===== src/rtl/control_sequencer.sv =====
// rtl/control_sequencer.sv - hardwired fetch/decode/execute control FSM (optional ILLEGAL_TRAP_EN)
module control_sequencer #(
  parameter int OPW  = 5,
  parameter int ALUW = 5
) (
  input  logic            clk,
  input  logic            rst_n,
  input  logic [31:0]     ir,
  input  logic            stop,
  input  logic            mem_ready,
  output logic            gra,
  output logic            grb,
  output logic            grc,
  output logic            r_in,
  output logic            r_out,
  output logic            ba_out,
  output logic            pc_out,
  output logic            pc_in,
  output logic            inc_pc,
  output logic            mar_in,
  output logic            mdr_in,
  output logic            mdr_out,
  output logic            ir_in,
  output logic            y_in,
  output logic            z_in,
  output logic            zlo_out,
  output logic            c_out,
  output logic            mem_read,
  output logic            mem_write,
  output logic [ALUW-1:0] alu_op,
  output logic            run,
  output logic            illegal
);

  typedef enum logic [3:0] {
    S_T0, S_T1, S_T2, S_T3, S_T4, S_T5, S_T6, S_T7, S_HALT
  } state_t;

  typedef enum logic [2:0] {
    C_LD, C_LDI, C_ST, C_ALUR, C_ALUI, C_NOP, C_HALT, C_ILL
  } cls_t;

  state_t         state_q, state_d;
  cls_t           cls_q;
  logic [OPW-1:0] op_q;
  logic [OPW-1:0] opcode;
  logic           unused_ir;

  assign opcode    = ir[31 -: OPW];
  assign unused_ir = ^ir[31-OPW:0];

  function automatic cls_t decode(input logic [OPW-1:0] o);
    if (o == OPW'(0))                         return C_LD;
    else if (o == OPW'(1))                    return C_LDI;
    else if (o == OPW'(2))                    return C_ST;
    else if (o >= OPW'(3) && o <= OPW'(10))   return C_ALUR;
    else if (o == OPW'(11) || o == OPW'(12))  return C_ALUI;
    else if (o == OPW'(26))                   return C_NOP;
    else if (o == OPW'(27))                   return C_HALT;
    else                                      return C_ILL;
  endfunction

`ifdef ILLEGAL_TRAP_EN
  logic illegal_q;
  assign illegal = illegal_q;
`else
  assign illegal = 1'b0;
`endif

  // State register; opcode and its class are latched as the IR is loaded (T2 -> T3)
  always_ff @(posedge clk or negedge rst_n) begin
    if (!rst_n) begin
      state_q <= S_T0;
      cls_q   <= C_NOP;
      op_q    <= '0;
`ifdef ILLEGAL_TRAP_EN
      illegal_q <= 1'b0;
`endif
    end else begin
      state_q <= state_d;
      if (state_q == S_T2) begin
        cls_q <= decode(opcode);
        op_q  <= opcode;
      end
`ifdef ILLEGAL_TRAP_EN
      if (state_q == S_T3 && cls_q == C_ILL) illegal_q <= 1'b1;
`endif
    end
  end

  assign run = (state_q != S_HALT);

  // ALU follows the opcode only while an ALU-class instruction executes
  always_comb begin
    alu_op = ALUW'(5'b00011);
    if ((cls_q == C_ALUR || cls_q == C_ALUI) &&
        (state_q == S_T3 || state_q == S_T4 || state_q == S_T5))
      alu_op = ALUW'(op_q);
  end

  // Next-state and strobe decode; mem states hold until mem_ready
  always_comb begin
    state_d = state_q;
    gra = 1'b0; grb = 1'b0; grc = 1'b0;
    r_in = 1'b0; r_out = 1'b0; ba_out = 1'b0;
    pc_out = 1'b0; pc_in = 1'b0; inc_pc = 1'b0;
    mar_in = 1'b0; mdr_in = 1'b0; mdr_out = 1'b0; ir_in = 1'b0;
    y_in = 1'b0; z_in = 1'b0; zlo_out = 1'b0; c_out = 1'b0;
    mem_read = 1'b0; mem_write = 1'b0;
    case (state_q)
      S_T0: begin
        if (stop) begin
          state_d = S_HALT;
        end else begin
          state_d = S_T1;
          // strobes suppressed while reset is held so nothing fires from the reset state
          if (rst_n) begin
            pc_out = 1'b1; mar_in = 1'b1; inc_pc = 1'b1; z_in = 1'b1;
          end
        end
      end
      S_T1: begin
        zlo_out = 1'b1; pc_in = 1'b1; mem_read = 1'b1; mdr_in = 1'b1;
        if (mem_ready) state_d = S_T2;
      end
      S_T2: begin
        mdr_out = 1'b1; ir_in = 1'b1;
        state_d = S_T3;
      end
      S_T3: begin
        case (cls_q)
          C_ALUR, C_ALUI: begin
            grb = 1'b1; r_out = 1'b1; y_in = 1'b1; state_d = S_T4;
          end
          C_LDI, C_LD, C_ST: begin
            grb = 1'b1; ba_out = 1'b1; y_in = 1'b1; state_d = S_T4;
          end
          C_HALT: state_d = S_HALT;
`ifdef ILLEGAL_TRAP_EN
          C_ILL:  state_d = S_HALT;
`endif
          default: state_d = S_T0;
        endcase
      end
      S_T4: begin
        z_in = 1'b1;
        if (cls_q == C_ALUR) begin
          grc = 1'b1; r_out = 1'b1;
        end else begin
          c_out = 1'b1;
        end
        state_d = S_T5;
      end
      S_T5: begin
        zlo_out = 1'b1;
        if (cls_q == C_LD || cls_q == C_ST) begin
          mar_in = 1'b1; state_d = S_T6;
        end else begin
          gra = 1'b1; r_in = 1'b1; state_d = S_T0;
        end
      end
      S_T6: begin
        mdr_in = 1'b1;
        if (cls_q == C_ST) begin
          gra = 1'b1; r_out = 1'b1; state_d = S_T7;
        end else begin
          mem_read = 1'b1;
          if (mem_ready) state_d = S_T7;
        end
      end
      S_T7: begin
        if (cls_q == C_ST) begin
          mem_write = 1'b1;
          if (mem_ready) state_d = S_T0;
        end else begin
          mdr_out = 1'b1; gra = 1'b1; r_in = 1'b1; state_d = S_T0;
        end
      end
      S_HALT: state_d = S_HALT;
      default: state_d = S_T0;
    endcase
  end

endmodule


===== config.mk =====
export PLATFORM = sky130hd
export DESIGN_NAME = control_sequencer
export DESIGN_NICKNAME = d
export VERILOG_FILES = /design/src/rtl/control_sequencer.sv
export SDC_FILE = /design/constraint.sdc
export NUM_CORES = 1
export LEC_CHECK = 0
export CORE_MARGIN = 5
export CORE_UTILIZATION = 38
export CTS_BUF_LIST = sky130_fd_sc_hd__clkbuf_4
export CTS_CLUSTER_SIZE = 24
export DETAILED_ROUTE_END_ITERATION = 7
export GPL_TIMING_DRIVEN = 0
export HOLD_SLACK_MARGIN = 0.02
export PLACE_DENSITY = 0.83
export SYNTH_ARGS = -nofsm -noshare
export SYNTH_HDL_FRONTEND = slang
export SYNTH_SLANG_ARGS = --single-unit

===== constraint.sdc =====
create_clock -name clk -period 2.25 [get_ports clk]
set_input_delay 0.5625 -clock clk [delete_from_list [all_inputs] [get_ports clk]]
set_output_delay 0.5625 -clock clk [all_outputs]
set_load 0.03 [all_outputs]

==> impl_summary.log <==
[metrics] Final ANT Viol Nets: 0
[metrics] aggregate routed wire length: ~3.1 mm
[metrics] post-route setup TNS: 0 ns
[metrics] DRC violations left: 0
[metrics] Seq cells post-synth: 12
[metrics] Maximum Capacitance Violations: 0
[metrics] number of nets in the layout: 215
[metrics] crit path cell chain: buf_6, or3b_1, buf_6, nand3_2, o21ai_1, nor3b_2, buf_4
[metrics] Max Clock Freq: between 400 and 500 MHz
[metrics] DR vias/cell: 5.447
[metrics] ratio of total power to cell area: 332.6 nW/um2
[metrics] share of synthesized flip-flops with an asynchronous set or reset: 1.000
[metrics] width of the die: 61.68 um
[metrics] final total power: around 0.53 mW
[metrics] Finished Cell Area: 1582 um2
[metrics] area of the die: 3804 um2
[metrics] first-pass detailed-route iteration total: 4
[metrics] RSZ-0062 raised after global routing: true
[metrics] Leakage Power: ~0.73 nW
[metrics] kind of start point of the critical path: register
[metrics] slowest cell on the critical path: sky130_fd_sc_hd__or3b_1
[metrics] Setup violations, final: 0
[metrics] launching element of the worst setup path: cls_q[1]
[metrics] most repeated cell in the gate-level netlist after synthesis: sky130_fd_sc_hd__nand2_1
[metrics] maximum buffer depth of the clock tree: 2
[metrics] sequential area share after synthesis: 0.2984
[metrics] number of slew-limit violations in the final report: 0
[metrics] kind of critical path: reg -> out
[metrics] global routing usage summed across all routing layers: 0.1630
[metrics] critical path's largest stage delay: 0.36 ns
[metrics] Area after DPL: ~1400 um2
[metrics] Yosys top cell area share: 0.2466
[metrics] clock tree root driver cell: sky130_fd_sc_hd__clkbuf_4
[metrics] height of the die: just over 60 um
[metrics] main area contributors after synthesis: sky130_fd_sc_hd__dfrtp_1 (25%), sky130_fd_sc_hd__mux2_2 (6.7%), sky130_fd_sc_hd__nand2_1 (5.5%)
[metrics] net switching share of the total power: 0.3139
[metrics] smallest hold slack: 0.2714 ns
[metrics] count of flip-flops with a built-in enable after synthesis: 0
[metrics] cell with the most instances on the worst path: sky130_fd_sc_hd__buf_6
[metrics] P&R area growth vs syn: 55.86%
[metrics] net count after synthesis: 164
[metrics] floorplan core area: 2522 um2
[metrics] post-synthesis average cell area: ~7.9 um2
[metrics] initial standard-cell utilization of the core: 0.4023
[metrics] area of the mapped netlist: 1015 um2
[metrics] routed via count: 1,133
[metrics] routability congestion estimate from global placement: 0.8216
[metrics] most frequent cells after synthesis: sky130_fd_sc_hd__nand2_1 (15), sky130_fd_sc_hd__dfrtp_1 (10), sky130_fd_sc_hd__a21oi_1 (9), sky130_fd_sc_hd__o21ai_0 (9), sky130_fd_sc_hd__nand3_1 (8)
[metrics] HPWL after DPL: 2.207 mm
[metrics] Filler cells: roughly 220
[metrics] gr ovfl total: 0
[metrics] clock period minus final worst setup slack: 2.227 ns
[metrics] cts bufs inserted: 3
[metrics] Clock Power Share: 0.250
[metrics] insertion delay of the later-clocked pin in the worst-skew pair: between 0.2 and 0.3 ns
[metrics] antenna violations before repair: 0
[metrics] PortBufs: 33
[metrics] post-synthesis cell count: 128
[metrics] clock tree from TritonCTS: built
[metrics] drt wl/cell: 14.79 um
[metrics] maximum number of pins on one net before global-route repair: 14
[metrics] number of placement rows: 18
[metrics] kind of path behind the tightest hold check: in -> async
[metrics] count of cell types in the netlist: between 40 and 50
[metrics] internal power consumption: 0.3609 mW
[metrics] outcome: complete, no violations
[metrics] worst flop-to-flop path startpoint: cls_q[1]
[metrics] maximum fanout along the worst path: 6
[metrics] arrival time at the worst endpoint: 1.66 ns
[metrics] wire length of the first global-routing pass: approximately 4.7 mm
[metrics] Final period util: 0.9899
[metrics] CTS clk-pin slew, worst paths: ~0.07 ns
[metrics] Critical Path RT: ~1.7 ns
[metrics] Sinks on Clock Net: 12
[metrics] power share of the combinational group: 0.293
[metrics] proportion of layout cells with a drive suffix above 1: 0.4888
[metrics] number of design-rule violations left by the first detailed-router iteration: 14
[metrics] Max VDD drop: 0.0002866 V
[metrics] via count of the first global-routing pass: approximately 1.1k
[metrics] cell accounting for the most synthesized area: sky130_fd_sc_hd__dfrtp_1
[metrics] number of ports placed on the die boundary: 62
[metrics] sequential fraction of design power: 0.457
[metrics] setup clock skew after layout: 0.003813 ns
[metrics] CTS H-tree lvls: 1
[metrics] count of inserted antenna diode cells: 0
[metrics] element type at the critical path end: output pin
[metrics] synth warn: 0
[metrics] Top FF cell, synth: sky130_fd_sc_hd__dfrtp_1
[metrics] switching pwr: about 0.17 mW
[metrics] number of endpoints with negative hold slack in the final report: 0
[critical path: cells and delay by family, from the launching register on]
family	cells	cell delay [ns]
AO/OA/AOI/OAI	1	0.05
buffers and inverters	3	0.43
flip-flops	1	0.34
AND/OR/NAND/NOR	3	0.57
[routing by layer]
layer | part of all wire | global-route usage | routed length [um] | vias to the layer above
met5 | 0 | 0 | 0 | -
met4 | 0.014 | 0.05152 | 43 | 0
met3 | 0.098 | 0.03354 | 302 | 5
met2 | 0.50 | 0.3019 | 1548 | 55
met1 | 0.38 | 0.1847 | 1182 | 520
li1 | - | - | - | 553
[per-stage QoR]
step / std cells / worst slack [ns] / utilization
floorplan: 128 / 0.04126 / -
global placement: 191 / -0.8435 / 0.5565
detailed placement: 191 / -0.8978 / 0.5565
CTS: 200 / -0.02465 / 0.5868
global route: 208 / -0.09387 / 0.6270
finish: 208 / 0.02283 / 0.6270
[flip-flops by register name, indices dropped and copies added, names as in the netlist]
register / cells
state_q: 4
op_q: 5
cls_q: 3
[power by group through the flow]
stage	Clock, mW	Sequential (mW)	Combinational [mW]
detailed placement	0	0.241	0.139
global placement	0	0.240	0.134
floorplan	0	0.239	0.0854
global route	0.152	0.243	0.167
CTS	0.136	0.241	0.142
finish	0.131	0.241	0.154
[cells in the final DEF, fill, tap and decap left out, types with 3 or more instances in the layout]
cell	synthesis	routed
sky130_fd_sc_hd__buf_2	4	8
sky130_fd_sc_hd__clkbuf_2	0	3
sky130_fd_sc_hd__nand2_1	15	14
sky130_fd_sc_hd__clkbuf_4	0	3
sky130_fd_sc_hd__inv_1	7	7
sky130_fd_sc_hd__buf_4	5	25
sky130_fd_sc_hd__mux2_2	6	6
sky130_fd_sc_hd__buf_6	2	8
sky130_fd_sc_hd__nand3_1	8	7
sky130_fd_sc_hd__and2_4	0	3
sky130_fd_sc_hd__nor2_1	7	5
sky130_fd_sc_hd__dfrtp_1	10	9
sky130_fd_sc_hd__o21ai_0	9	8
sky130_fd_sc_hd__dlygate4sd2_1	0	4
sky130_fd_sc_hd__a21oi_1	9	7
sky130_fd_sc_hd__clkdlybuf4s50_1	0	7
[final timing paths]
path	to	slack, ns	cells after the start
min reg2reg	op_q[4]	0.52	1
max in group asynchronous	cls_q[0]	1.68	1
min	op_q[3]	0.27	1
min in group clk	op_q[4]	0.52	1
max reg2reg	state_q[0]	0.62	7
max	mdr_out	0.02	7
[logic make-up (layout without fill, tap and decap cells)]
family          after synthesis  after routing  share of synthesized area
compound gates               32             32                     0.2035
simple gates                 58             58                     0.3194
mux                           6              6                    0.06658
other cells                   1              1                   0.003696
buf+inv                      19             69                     0.1085
flops                        12             12                     0.2984
[area by class of cell]
class / count / area, um2 / share of cell area
tap: 30 / 37.54 / 0.02373
buffer: 11 / 88.84 / 0.05617
multi-input combinational: 97 / 716.9 / 0.4533
clock inverter: 1 / 3.754 / 0.002373
inverter: 7 / 26.28 / 0.01661
clock buffer: 3 / 22.52 / 0.01424
sequential: 12 / 304.0 / 0.1922
timing repair buffer: 47 / 381.6 / 0.2413
[timing repair]
item / 4_1_cts / 5_1_grt
hold buffers: 0 / 0
endpoints found under the setup margin: 25 / 22
hold endpoints to repair: 0 / 0
buffers inserted: 6 / 8
pin swaps: 2 / 4
resized for setup: 106 / 51
Note: power is estimated with default switching activity, not from simulation.
